`src/rtl/mag_comp_seq.sv`:
```
// Sequential MSB-first magnitude comparator, DIGIT bits per cycle, signed or unsigned.
// Latency: done pulses n edges after the accept edge (n = first differing digit, or N if equal).
// Backpressure: none; start is ignored while busy, with no queuing.
//
// Ports:
//   clock, reset        rising-edge clock, asynchronous active-high reset
//   start, signed_mode  compare request and mode (1 = two's complement), sampled when idle
//   a, b                WIDTH-bit operands, sampled with start
//   busy, done          compare in progress / one-cycle result-valid pulse
//   a_gt_b/a_lt_b/a_eq_b  registered result flags, held until the next accepted start
//   digits              number of digits examined for the last result (1..WIDTH/DIGIT)
module mag_comp_seq #(
  parameter int WIDTH = 8,
  parameter int DIGIT = 1
) (
  input  logic                                clock,
  input  logic                                reset,
  input  logic                                start,
  input  logic                                signed_mode,
  input  logic [WIDTH-1:0]                    a,
  input  logic [WIDTH-1:0]                    b,
  output logic                                busy,
  output logic                                done,
  output logic                                a_gt_b,
  output logic                                a_lt_b,
  output logic                                a_eq_b,
  output logic [$clog2(WIDTH/DIGIT+1)-1:0]    digits
);

  localparam int N  = WIDTH / DIGIT;
  localparam int CW = $clog2(N + 1);
  localparam logic [CW-1:0] LAST = CW'(N);

  localparam logic [0:0] IDLE = 1'b0;
  localparam logic [0:0] CMP  = 1'b1;

  logic [0:0]       state;
  logic [WIDTH-1:0] sh_a;
  logic [WIDTH-1:0] sh_b;
  logic [CW-1:0]    count;

  // Flipping the sign bit maps two's complement onto offset binary, so the
  // unsigned digit walk below yields the signed ordering.
  logic [WIDTH-1:0] sign_flip;
  assign sign_flip = {signed_mode, {(WIDTH-1){1'b0}}};

  logic [DIGIT-1:0] top_a;
  logic [DIGIT-1:0] top_b;
  assign top_a = sh_a[WIDTH-1 -: DIGIT];
  assign top_b = sh_b[WIDTH-1 -: DIGIT];

  always_ff @(posedge clock or posedge reset) begin
    if (reset) begin
      state  <= IDLE;
      sh_a   <= '0;
      sh_b   <= '0;
      count  <= '0;
      busy   <= 1'b0;
      done   <= 1'b0;
      a_gt_b <= 1'b0;
      a_lt_b <= 1'b0;
      a_eq_b <= 1'b0;
      digits <= '0;
    end else begin
      done <= 1'b0;
      case (state)
        IDLE: begin
          if (start) begin
            sh_a   <= a ^ sign_flip;
            sh_b   <= b ^ sign_flip;
            a_gt_b <= 1'b0;
            a_lt_b <= 1'b0;
            a_eq_b <= 1'b0;
            digits <= '0;
            count  <= CW'(1);
            busy   <= 1'b1;
            state  <= CMP;
          end
        end
        CMP: begin
          if (top_a != top_b) begin
            // First differing digit decides; later digits are irrelevant.
            a_gt_b <= (top_a > top_b);
            a_lt_b <= (top_a < top_b);
            digits <= count;
            done   <= 1'b1;
            busy   <= 1'b0;
            state  <= IDLE;
          end else if (count == LAST) begin
            a_eq_b <= 1'b1;
            digits <= LAST;
            done   <= 1'b1;
            busy   <= 1'b0;
            state  <= IDLE;
          end else begin
            sh_a  <= sh_a << DIGIT;
            sh_b  <= sh_b << DIGIT;
            count <= count + CW'(1);
          end
        end
        default: state <= IDLE;
      endcase
    end
  end

endmodule

```
`config.mk`:
```
export PLATFORM = sky130hd
export DESIGN_NAME = mag_comp_seq
export DESIGN_NICKNAME = d
export VERILOG_FILES = /design/src/rtl/mag_comp_seq.sv
export SDC_FILE = /design/constraint.sdc
export NUM_CORES = 1
export LEC_CHECK = 0
export BUFFER_PORTS_ARGS = -buffer_cell sky130_fd_sc_hd__buf_2
export CAP_MARGIN = 15
export CORE_MARGIN = 1
export CORE_UTILIZATION = 40
export DETAILED_ROUTE_END_ITERATION = 6
export PLACE_DENSITY_LB_ADDON = 0.3
export SYNTH_ARGS = -nofsm -noshare
export SYNTH_HDL_FRONTEND = slang
export SYNTH_SLANG_ARGS = --single-unit
```
`constraint.sdc`:
```
create_clock -name clock -period 1.7 [get_ports clock]
set_clock_uncertainty 0.05 [all_clocks]
set_input_delay 0.255 -clock clock [delete_from_list [all_inputs] [get_ports clock]]
set_output_delay 0.255 -clock clock [all_outputs]
set_load 0.03 [all_outputs]
```
# Word level (Yosys, flattened, before mapping)
# Index checks and enable logic that the tools add are counted.
[classes] bitwise_logic=3 div_mod_pow=0 mux=35 magnitude_cmp=2 addsub=1 shifts=0 n_mul=0 n_reduce_logical=4 eq_ne=8
[op_table] operator="$mux W8" n=6
[op_table] operator="$pmux W8 S2" n=2
[op_table] operator="$mux W4" n=6
[op_table] operator="$pmux W4 S2" n=2
[op_table] operator="$xor A8 B8 Y8" n=2
[op_table] operator="$mux W1" n=14
[op_table] operator="$pmux W1 S2" n=5
[op_table] operator="$ne A2 B2 Y1 const B" n=3
[op_table] operator="$reduce_and A3 Y1" n=2
[op_table] operator="$add A4 B1 Y4 const B" n=1
[op_table] operator="$eq A4 B4 Y1 const B" n=1
[op_table] operator="$ne A2 B1 Y1 const B" n=2
[op_table] operator="$reduce_and A2 Y1" n=2
[op_table] operator="$ne A3 B1 Y1 const B" n=1
[op_table] operator="$gt A1 B1 Y1" n=1
[op_table] operator="$lt A1 B1 Y1" n=1
[op_table] operator="$ne A1 B1 Y1" n=1
[op_table] operator="$not A1 Y1" n=1
[totals] memories=0 latch_bits=0 out_inout_bits=9 input_bits=20 wordCells=63 register_bits=30 mem_bits_ro=0 ram_bits=0

# Logic depth before layout (Yosys ltp)
# Gate-level depths: netlist (run 1).
[depth] word_depth=4 depth_mapped=8 mapped_depth_nobuf=6

# Worst setup path after synthesis (run 1)
# OpenSTA, ideal clock, no wires.
[synth_path] path_kind="register to register" from="register sh_a[7]" to="register sh_a[1]" path_stages_with_launch=9 period_less_slack_ns=1.846 setup_slack_ns=-0.146 arrival_ns=1.671 t_required_ns=1.525 n_path_buf=2 setup_time_ns=0.125 path_cell_list="dfrtp_1 > inv_1 > ha_1 > buf_6 > and2_4 > a21oi_4 > inv_4 > buf_12 > mux2_4"
[synth_via] elab_chain_cells=3
[synth_lines] item="start, declared" line="38" text="logic [WIDTH-1:0] sh_a;"
[synth_lines] item="start signal, assigned" line="69" text="sh_a <= a ^ sign_flip;"
[synth_lines] item="start signal, assigned" line="96" text="sh_a <= sh_a << DIGIT;"
[synth_lines] item="$ne A1 B1 Y1" line="81" text="if (top_a != top_b) begin"
[synth_lines] item="$ne A2 B2 Y1 (no line)"
[synth_lines] item="$reduce_and A3 Y1 (no line)"
# Every way passes these cells.
# A chain may end at the register's enable or synchronous reset.

# Worst setup path after layout (run 1)
[layout_path] from="register count[1]" to="register sh_a[3]"
[layout_via] elab_chain_cells=3
[layout_lines] item="start, declared" line="40" text="logic [CW-1:0] count;"
[layout_lines] item="start signal, assigned" line="98" text="count <= count + CW'(1);"
[layout_lines] item="$eq A4 B4 Y1" line="89" text="end else if (count == LAST) begin"
[layout_lines] item="$ne A2 B2 Y1 (no line)"
[layout_lines] item="$reduce_and A3 Y1 (no line)"
# Every way passes these cells.

==> results of run 1 <==
per-stage QoR:
stage	std cells	worst slack, ns
after floorplan	124	-0.0985
after global placement	204	0.0581
after detailed placement	204	0.00554
after CTS	213	0.0261
after global routing	215	-0.0179
final	215	0.0573
metal layers:
layer / routed length (microns) / vias up / global-route usage [%] / part of all wire [%]
met4: 58 / 0 / 9.17 / 1.9
met1: 1320 / 553 / 20.1 / 43
met5: 0 / - / 0 / 0
met3: 114 / 4 / 4.29 / 3.7
met2: 1570 / 23 / 28.3 / 51
li1: - / 529 / - / -
layout make-up:
cell class,count,area [sq um],area share [%]
Clock inverter,3,40.0,2.09
Clock buffer,5,68.8,3.60
Timing Repair Buffer,40,233,12.2
Sequential cell,30,751,39.2
Tap cell,48,60.1,3.14
Inverter,8,35.0,1.83
Multi-Input combinational cell,81,726,37.9
state kept, by name (all words and copies together), names as in the netlist:
register	flops
sh_a	8
sh_b	8
count	4
digits	4
a_eq_b	1
a_gt_b	1
a_lt_b	1
busy	1
done	1
state	1
worst register-to-register path, delay by kind of cell (launching register included):
family / cells / cell delay (ns)
DFF: 1 / 0.42
adders and majority gates: 1 / 0.21
muxes: 1 / 0.31
buffers and inverters: 2 / 0.21
AOI/OAI and AO/OA: 1 / 0.21
and+or+nand+nor: 1 / 0.13
cells in the mapped netlist:
master	n	area share, %
a21oi_1	2	0.65
a21oi_4	1	1.1
a221o_2	2	1.5
a22o_1	2	1.1
a31oi_1	1	0.41
a32oi_1	2	1.1
and2_4	1	0.57
and3b_1	1	0.57
buf_12	1	1.3
buf_2	2	0.65
buf_4	1	0.49
buf_6	1	0.73
dfrtp_1	30	49
ha_1	4	3.2
inv_1	7	1.7
inv_4	1	0.41
mux2_2	15	11
mux2_4	9	8.8
mux2i_1	2	1.3
nand2_1	9	2.2
nand2b_1	1	0.41
nand3_1	5	1.6
nand3b_4	1	1.3
nand4_1	1	0.41
nor2_1	5	1.2
nor2b_2	1	0.57
nor3_1	2	0.65
o21ai_0	4	1.3
o221a_2	1	0.73
o221ai_1	1	0.57
o22ai_1	3	1.2
o31ai_1	2	0.97
xnor2_1	2	1.1
xor2_1	1	0.57
repair_timing:
action	in CTS	in global routing
resized for setup	1	2
gates cloned	0	0
pin swaps	0	1
endpoints found under the setup margin	1	14
hold buffers	1	0
setup buffers	0	2
endpoints found under the hold margin	30	0
logic make-up after synthesis:
kind of cell,after synthesis
xor gates and xnor gates,3
and+or+nand+nor,27
AOI/OAI and AO/OA,21
DFF,30
buffers and inverters,13
muxes,26
adders and majority gates,4
power groups by stage:
stage	combinational [mW]	sequential (mW)	clock (mW)
after floorplan	1.50	1.30	0
after global placement	1.87	1.23	0
after detailed placement	1.94	1.25	0
after CTS	1.96	1.24	0.731
after global routing	2.17	1.28	0.767
final	2.01	1.24	0.710
path summary, 6_finish.rpt:
path | from | end | slack (ns) | cells past startpoint
worst max-delay path | count[1]$_DFFE_PP0P_ | sh_a[3]$_DFFE_PP0P_ | 0.06 | 6
worst min-delay path | b[0] | sh_b[0]$_DFFE_PP0P_ | 0.14 | 2
worst max register to register | count[1]$_DFFE_PP0P_ | sh_a[3]$_DFFE_PP0P_ | 0.06 | 6
worst min register to register | sh_b[0]$_DFFE_PP0P_ | sh_b[0]$_DFFE_PP0P_ | 0.46 | 1
max in group asynchronous | reset | sh_a[4]$_DFFE_PP0P_ | 0.79 | 4
min in group asynchronous | reset | digits[0]$_DFFE_PP0P_ | 0.53 | 4
==> run metrics, run 1 <==
H-tree Lvls 2; routed len/inst 14.2 microns; io pins 29; Finished Cell Area 0.00191 sq mm; internal power 2.52 mW; LEAKAGE 0.949 nW; most common cell after layout, fill and taps aside dfrtp_1; port bufs 28; Final Max Slew Viols 0; Rel. slew slack 74.1%; initial antenna violation count 0; fin crit share 96.6%; Worst Hold Class input port to register; crit end category register; first drt pass iteration count 4; outcome finished clean; combinational share of power 50.7%; RSZ-0062 raised after global routing true; Hold Fails Final Rpt 0; Post-Synth XOR/XNOR Area 1.70%; total power 3.96 mW; Unique masters post-synth 34; Fillers 349; GRT Total Usage 17.0%; overflow left after global routing 0; Die X 64.1 microns; Mapped Nets 148; CP Launch Type register; Final setup viols 0; gp weighted congestion 0.772; Longest Clk Path Bufs 2; Clock power frac 17.9%; Iter 0 DRT Violations 42; most frequent cells in the layout 30 x dfrtp_1, 28 x buf_2, 15 x mux2_2, 11 x buf_4; Ys Warns 0; dpl hpwl 2240 microns; CTS Buf Count 5; Worst EP required 1.82 ns; vias in the first global route 1158; crit-path cells inv_1, ha_2, nand3b_4, a21oi_4, inv_6, mux2_4; fmax 0.609 GHz; share of layout cells above drive strength 1 48.5%; core area 0.00369 sq mm; drc violations 0; CTS Sinks 30; Syn Area/Cell 12.4 sq um; critical path arrival 1.76 ns; ant diodes 0; Util after Layout 51.9%; switch share 36.3%; CTS Root Cell clkbuf_8; worst slew pin tran 0.386 ns; VDD IR max 0.000794 V; Fin Hold WS 0.136 ns; Initial Utilization 41.8%; sequential area share after synthesis 48.7%; Reg clk slew, reported paths 0.07 ns; Cell Area, Synth 0.00154 sq mm; post-synthesis mux area share 21.0%; FP Rows 22; maximum net fanout on the critical path 13; Max Cap Viol 0; Synth Area in Compound Gates 10.6%; first-pass GRT wire length 5180 microns; Vias per Instance 5.16; minimum clock period 1.64 ns; TritonCTS clock tree done; Crit path max-delay family flip-flops; final wirelength 3060 microns; fin nets 190; Setup Crit Path Kind register to register; Reg power frac 31.4%; Die Area 0.00411 sq mm; Power Density 2070 mW/mm^2; Skew-Pair Late Insertion Delay 0.29 ns; Post-Synth Adder-Cell Area 3.24%; area post-placement 0.00176 sq mm; NetSw 1.44 mW; largest net degree at the start of global routing 31; Post-Synthesis Cells 124; slowest stage delay, CP 0.42 ns; FF+latch count, synth 30; area grow syn2layout 24.0%; vias 1109; largest family of logic cells by synthesized area multiplexers; Simple-Gate Fraction of Synth Area 9.49%; post-route ant nets 0; worst path bufs/invs 2; Vert. Die Dim 64.1 microns; slowest CP cell dfrtp_1; setup_tns 0 ns
Note: power is estimated with default switching activity, not from simulation.
==> run 2, diff against run 1 <==
--- a/config.mk
+++ b/config.mk
@@ -5,7 +5,7 @@
 export SDC_FILE = /design/constraint.sdc
 export NUM_CORES = 1
 export LEC_CHECK = 0
-export BUFFER_PORTS_ARGS = -buffer_cell sky130_fd_sc_hd__buf_2
+export BUFFER_PORTS_ARGS = -buffer_cell sky130_fd_sc_hd__buf_4
 export CAP_MARGIN = 15
 export CORE_MARGIN = 1
 export CORE_UTILIZATION = 40
==> run metrics, run 2 (synthesized netlist as in run 1, its figures left out) <==
outcome finished clean; Worst EP required 1.82 ns; launch point of the worst path sh_b[7]$_DFFE_PP0P_; largest net degree at the start of global routing 31; gp weighted congestion 0.797; Reg clk slew, reported paths 0.07 ns; Worst Hold Class input port to register; critical path arrival 1.73 ns; total power 3.87 mW; ant diodes 0; Stages on worst setup path 5; GRT Total Usage 17.4%; dpl hpwl 2190 microns; io pins 29; slowest CP cell dfrtp_1; Crit path max-delay family flip-flops; maximum net fanout on the critical path 13; TritonCTS clock tree done; Max Cap Viol 0; Fin Hold WS 0.143 ns; largest registers in the final layout sh_a: 8 flops, sh_b: 8 flops; vias 1097; RSZ-0062 raised after global routing false; Die X 64.1 microns; fin crit share 95.1%; Power Density 1960 mW/mm^2; Final Max Slew Viols 0; routed len/inst 14.1 microns; H-tree Lvls 2; FP Rows 22; first-pass GRT wire length 5340 microns; share of layout cells above drive strength 1 48.5%; CP Launch Type register; drc violations 0; initial antenna violation count 0; Skew-Pair Late Insertion Delay 0.29 ns; minimum clock period 1.62 ns; crit end category register; post-route ant nets 0; area grow syn2layout 27.7%; fmax 0.619 GHz; Final setup viols 0; most frequent cells in the layout 39 x buf_4, 30 x dfrtp_1, 15 x mux2_2, 9 x mux2_4, 9 x nand2_1; FF-to-FF End sh_b[4]$_DFFE_PP0P_; CTS Sinks 30; slowest stage delay, CP 0.42 ns; Hold Fails Final Rpt 0; R2R setup slack 0.08 ns; worst reg-to-reg path cell count 5; core area 0.00369 sq mm; R2R Path Start sh_b[7]$_DFFE_PP0P_; Vert. Die Dim 64.1 microns; port bufs 28; fin nets 190; worst path bufs/invs 1; Longest Clk Path Bufs 2; LEAKAGE 0.956 nW; final wirelength 3030 microns; Die Area 0.00411 sq mm; vias in the first global route 1137; CP Capture Point sh_b[4]$_DFFE_PP0P_; Vias per Instance 5.10; most common cell after layout, fill and taps aside buf_4; Initial Utilization 41.8%; CTS Root Cell clkbuf_8; first drt pass iteration count 4; Setup Crit Path Kind register to register; crit-path cells ha_4, and2_4, a21oi_4, inv_6, mux2_4; VDD IR max 0.00101 V; worst slew pin tran 0.375 ns; Rel. slew slack 74.8%; CTS Buf Count 5; overflow left after global routing 0; Iter 0 DRT Violations 89
[run 2: cell types whose count changed in the layout (fill, tap and decap cells not counted)]
| cell | previous run | this run |
|---|---|---|
| clkinv_2 | 2 | 1 |
| bufinv_16 | 1 | 0 |
| buf_2 | 28 | 0 |
| clkinvlp_4 | 0 | 1 |
| clkbuf_8 | 5 | 6 |
| buf_4 | 11 | 39 |
[run 2: timing repair]
action | in CTS | in global routing
hold buffers | 1 | 0
setup buffers | 0 | 1
gates resized for setup | 0 | 3
endpoints found under the hold margin | 18 | 0
setup endpoints to repair | 0 | 14
[run 2: worst reg2reg max path: stages (launching register included)]
cell and delay [ns]:
dfrtp_1 0.42, ha_4 0.27, and2_4 0.15, a21oi_4 0.19
inv_6 0.10, mux2_4 0.31
[run 2: how the worst min path moves through the flow]
stage / to / slack, ns / start / depth (start not counted)
CTS: sh_b[0]$_DFFE_PP0P_ / 0.13 / b[0] / 2
finish: sh_b[0]$_DFFE_PP0P_ / 0.14 / b[0] / 2
detailed placement: digits[1]$_DFFE_PP0P_ / 0.31 / reset / 3
global route: sh_b[0]$_DFFE_PP0P_ / 0.13 / b[0] / 2
global placement: sh_b[0]$_DFFE_PP0P_ / 0.30 / reset / 3
floorplan: a_gt_b$_DFFE_PP0P_ / 0.29 / start / 1
[run 2: layout make-up]
type                       count  area, sq um
clock buffer                   6         82.6
sequential                    30          751
clock inverter                 2         12.5
inverter                       8         35.0
timing repair buffer          40          303
tap                           48         60.1
multi-input combinational     81          726
fill                         351         1720
[run 2: routing by layer]
layer  wire, microns  part of all wire, %  up-vias  GRT usage, %
met4              52                  1.7        0          7.22
met3             146                  4.8        6          5.54
met5               0                    0        -             0
met2            1460                   48       25          28.1
li1                -                    -      528             -
met1            1370                   45      538          21.3
[run 2: report_power, final]
part	internal, mW	total [mW]	switching (mW)
clock	0.325	0.602	0.278
sequential	1.03	1.26	0.226
combinational	1.09	2.01	0.916
total	2.45	3.87	1.42
[run 2: per-stage QoR]
stage | utilization [%] | setup slack [ns] | TNS (ns) | instances | cell area [sq um]
after floorplan | - | -0.0985 | -0.886 | 124 | 1540
after global placement | 49.9 | 0.0836 | 0 | 205 | 1840
after detailed placement | 49.9 | 0.0219 | 0 | 205 | 1840
after CTS | 52.7 | 0.0124 | 0 | 214 | 1940
after global routing | 53.4 | 0.000200 | 0 | 215 | 1970
final | 53.4 | 0.0840 | 0 | 215 | 1970
==> run 3, diff against run 2 <==
--- a/config.mk
+++ b/config.mk
@@ -5,6 +5,7 @@
 export SDC_FILE = /design/constraint.sdc
 export NUM_CORES = 1
 export LEC_CHECK = 0
+export ABC_AREA = 1
 export BUFFER_PORTS_ARGS = -buffer_cell sky130_fd_sc_hd__buf_4
 export CAP_MARGIN = 15
 export CORE_MARGIN = 1
==> run metrics, run 3 <==
Post-Synthesis Cells 196; gp weighted congestion 0.822; core area 0.00366 sq mm; first-pass GRT wire length 5130 microns; minimum clock period 1.52 ns; Die Area 0.00406 sq mm; Cell Area, Synth 0.00152 sq mm; vias in the first global route 1116; predominant post-synthesis flop cell dfrtp_1; CTS Root Cell clkbuf_8; Syn Area/Cell 7.77 sq um; largest registers in the final layout sh_a: 8 flops, sh_b: 8 flops; initial antenna violation count 0; CTS Buf Count 5; GRT Total Usage 16.8%; Synth Area in Compound Gates 2.14%; Max Cap Viol 0; top cells by area, synth dfrtp_1 49%, nand2_1 25%, nand3_1 6.6%; Longest Clk Path Bufs 2; outcome finished, violations left; area grow syn2layout 21.4%; Initial Utilization 41.6%; first drt pass iteration count 5; Reg clk slew, reported paths 0.06 ns; port bufs 28; FP Rows 22; H-tree Lvls 2; Post CTS Setup Buffer Count 0; most common cell after layout, fill and taps aside nand2_1; RSZ-0062 raised after global routing false; Setup Crit Path Kind register to register; post-synthesis mux area share 0%; Power Density 1860 mW/mm^2; total power 3.44 mW; FF+latch count, synth 30; Skew-Pair Late Insertion Delay 0.28 ns; dpl hpwl 2060 microns; Placed Cells 269; vias 1237; worst path bufs/invs 1; Fin Hold WS -0.00766 ns; Post-CTS Hold Buffers 0; VDD IR max 0.000678 V; Vias per Instance 4.48; maximum net fanout on the critical path 22; Finished Cell Area 0.00185 sq mm; Ys Warns 0; Final Non-Filler Cells 276; sequential area share after synthesis 49.3%; Yosys top cell area share 49.3%; fmax 0.656 GHz; Fillers 367; Simple-Gate Fraction of Synth Area 37.7%; TritonCTS clock tree done; critical path arrival 1.66 ns; Rel. slew slack 75.1%; crit end category register; drc violations 0; crit-path cells inv_4, nand2_4, nand2_4, o21ai_0; slowest CP cell dfrtp_1; setup_tns 0 ns; Post-Synth XOR/XNOR Area 0.575%; Die X 63.7 microns; Crit path max-delay family flip-flops; cell mode on critical path nand2_4; LEAKAGE 1.06 nW; Iter 0 DRT Violations 106; Final setup viols 0; most common cell in the synthesized netlist nand2_1; routed len/inst 11.0 microns; area post-placement 0.00177 sq mm; Unique masters post-synth 22; fin nets 252; Synth area leader dfrtp_1; Synth top cells by count 103 x nand2_1, 30 x dfrtp_1, 20 x nand3_1; Worst EP required 1.84 ns; failing checks hold timing; Final Max Slew Viols 0; overflow left after global routing 0; ant diodes 0; slowest stage delay, CP 0.55 ns; largest net degree at the start of global routing 31; most frequent cells in the layout 103 x nand2_1, 33 x buf_4, 30 x dfrtp_1, 20 x nand3_1, 9 x inv_1; share of layout cells above drive strength 1 20.6%; CP Launch Type register; number of synthesized flops with an enable pin 0; io pins 29; post_cts resized 0; final wirelength 3030 microns; Vert. Die Dim 63.7 microns; Hold Fails Final Rpt 6; fin crit share 89.7%; asr flop ratio synth 100%; CTS Sinks 30; largest family of logic cells by synthesized area simple AND/OR/NAND/NOR gates; post-route ant nets 0; Worst Hold Class input port to async pin; Mapped Nets 220; Post-Synth Adder-Cell Area 3.29%; worst slew pin tran 0.374 ns
[run 3: cell count changes after synthesis, moves of 3 or more]
| cell | before | now |
|---|---|---|
| buf_2 | 2 | 5 |
| nand3_1 | 5 | 20 |
| o22ai_1 | 3 | 0 |
| nand2_1 | 9 | 103 |
| mux2_4 | 9 | 0 |
| mux2_2 | 15 | 0 |
[run 3: cell families (layout without fill, tap and decap cells)]
logic type                 Yosys count  after routing
AOI/OAI and AO/OA                    6              6
DFF                                 30             30
xor gates and xnor gates             1              1
buffers and inverters               20             52
and+or+nand+nor                    135            135
adders and majority gates            4              4
[run 3: area by class of cell]
class | count | area [sq um] | area share (%)
Clock buffer | 7 | 76.3 | 4.13
Inverter | 12 | 47.5 | 2.57
Multi-Input combinational cell | 146 | 666 | 36.0
Sequential cell | 30 | 751 | 40.6
Tap cell | 48 | 60.1 | 3.25
Timing Repair Buffer | 33 | 248 | 13.4
[run 3: metal layers]
layer	GRT usage, %	vias to the layer above	wire length (microns)
met5	0	-	0
met3	4.71	2	178
li1	-	667	-
met4	9.38	0	18
met2	22.7	32	1270
met1	23.6	536	1570
[run 3: worst min-delay path, stage by stage]
cell and delay [ns]:
buf_4 0.10, inv_1 0.04, buf_4 0.34
[run 3: metrics by stage]
stage | setup WS, ns | util (%)
6_report | 0.175 | 50.5
5_1_grt | 0.0465 | 50.5
4_1_cts | 0.146 | 50.5
3_5_place_dp | 0.206 | 48.4
3_3_place_gp | 0.230 | 48.4
2_1_floorplan | 0.404 | -
[run 3: worst paths after layout]
check,from,to,slack (ns),cells past startpoint
setup / recovery,state$_DFF_PP0_,count[2]$_DFFE_PP0P_,0.18,4
hold / removal,reset,sh_b[3]$_DFFE_PP0P_,-0.008,3
setup reg to reg,state$_DFF_PP0_,count[2]$_DFFE_PP0P_,0.18,4
hold reg to reg,digits[1]$_DFFE_PP0P_,digits[1]$_DFFE_PP0P_,0.43,2
max in group asynchronous,reset,sh_a[6]$_DFFE_PP0P_,1.33,3
min in group clock,b[0],sh_b[0]$_DFFE_PP0P_,0.12,3
[run 3: power by group]
group	leakage [nW]	switching (mW)	internal (mW)	total [mW]
registers	0.383	0.208	1.02	1.23
logic	0.638	1.09	0.594	1.68
clock network	0.0383	0.251	0.281	0.532
total	1.06	1.54	1.90	3.44
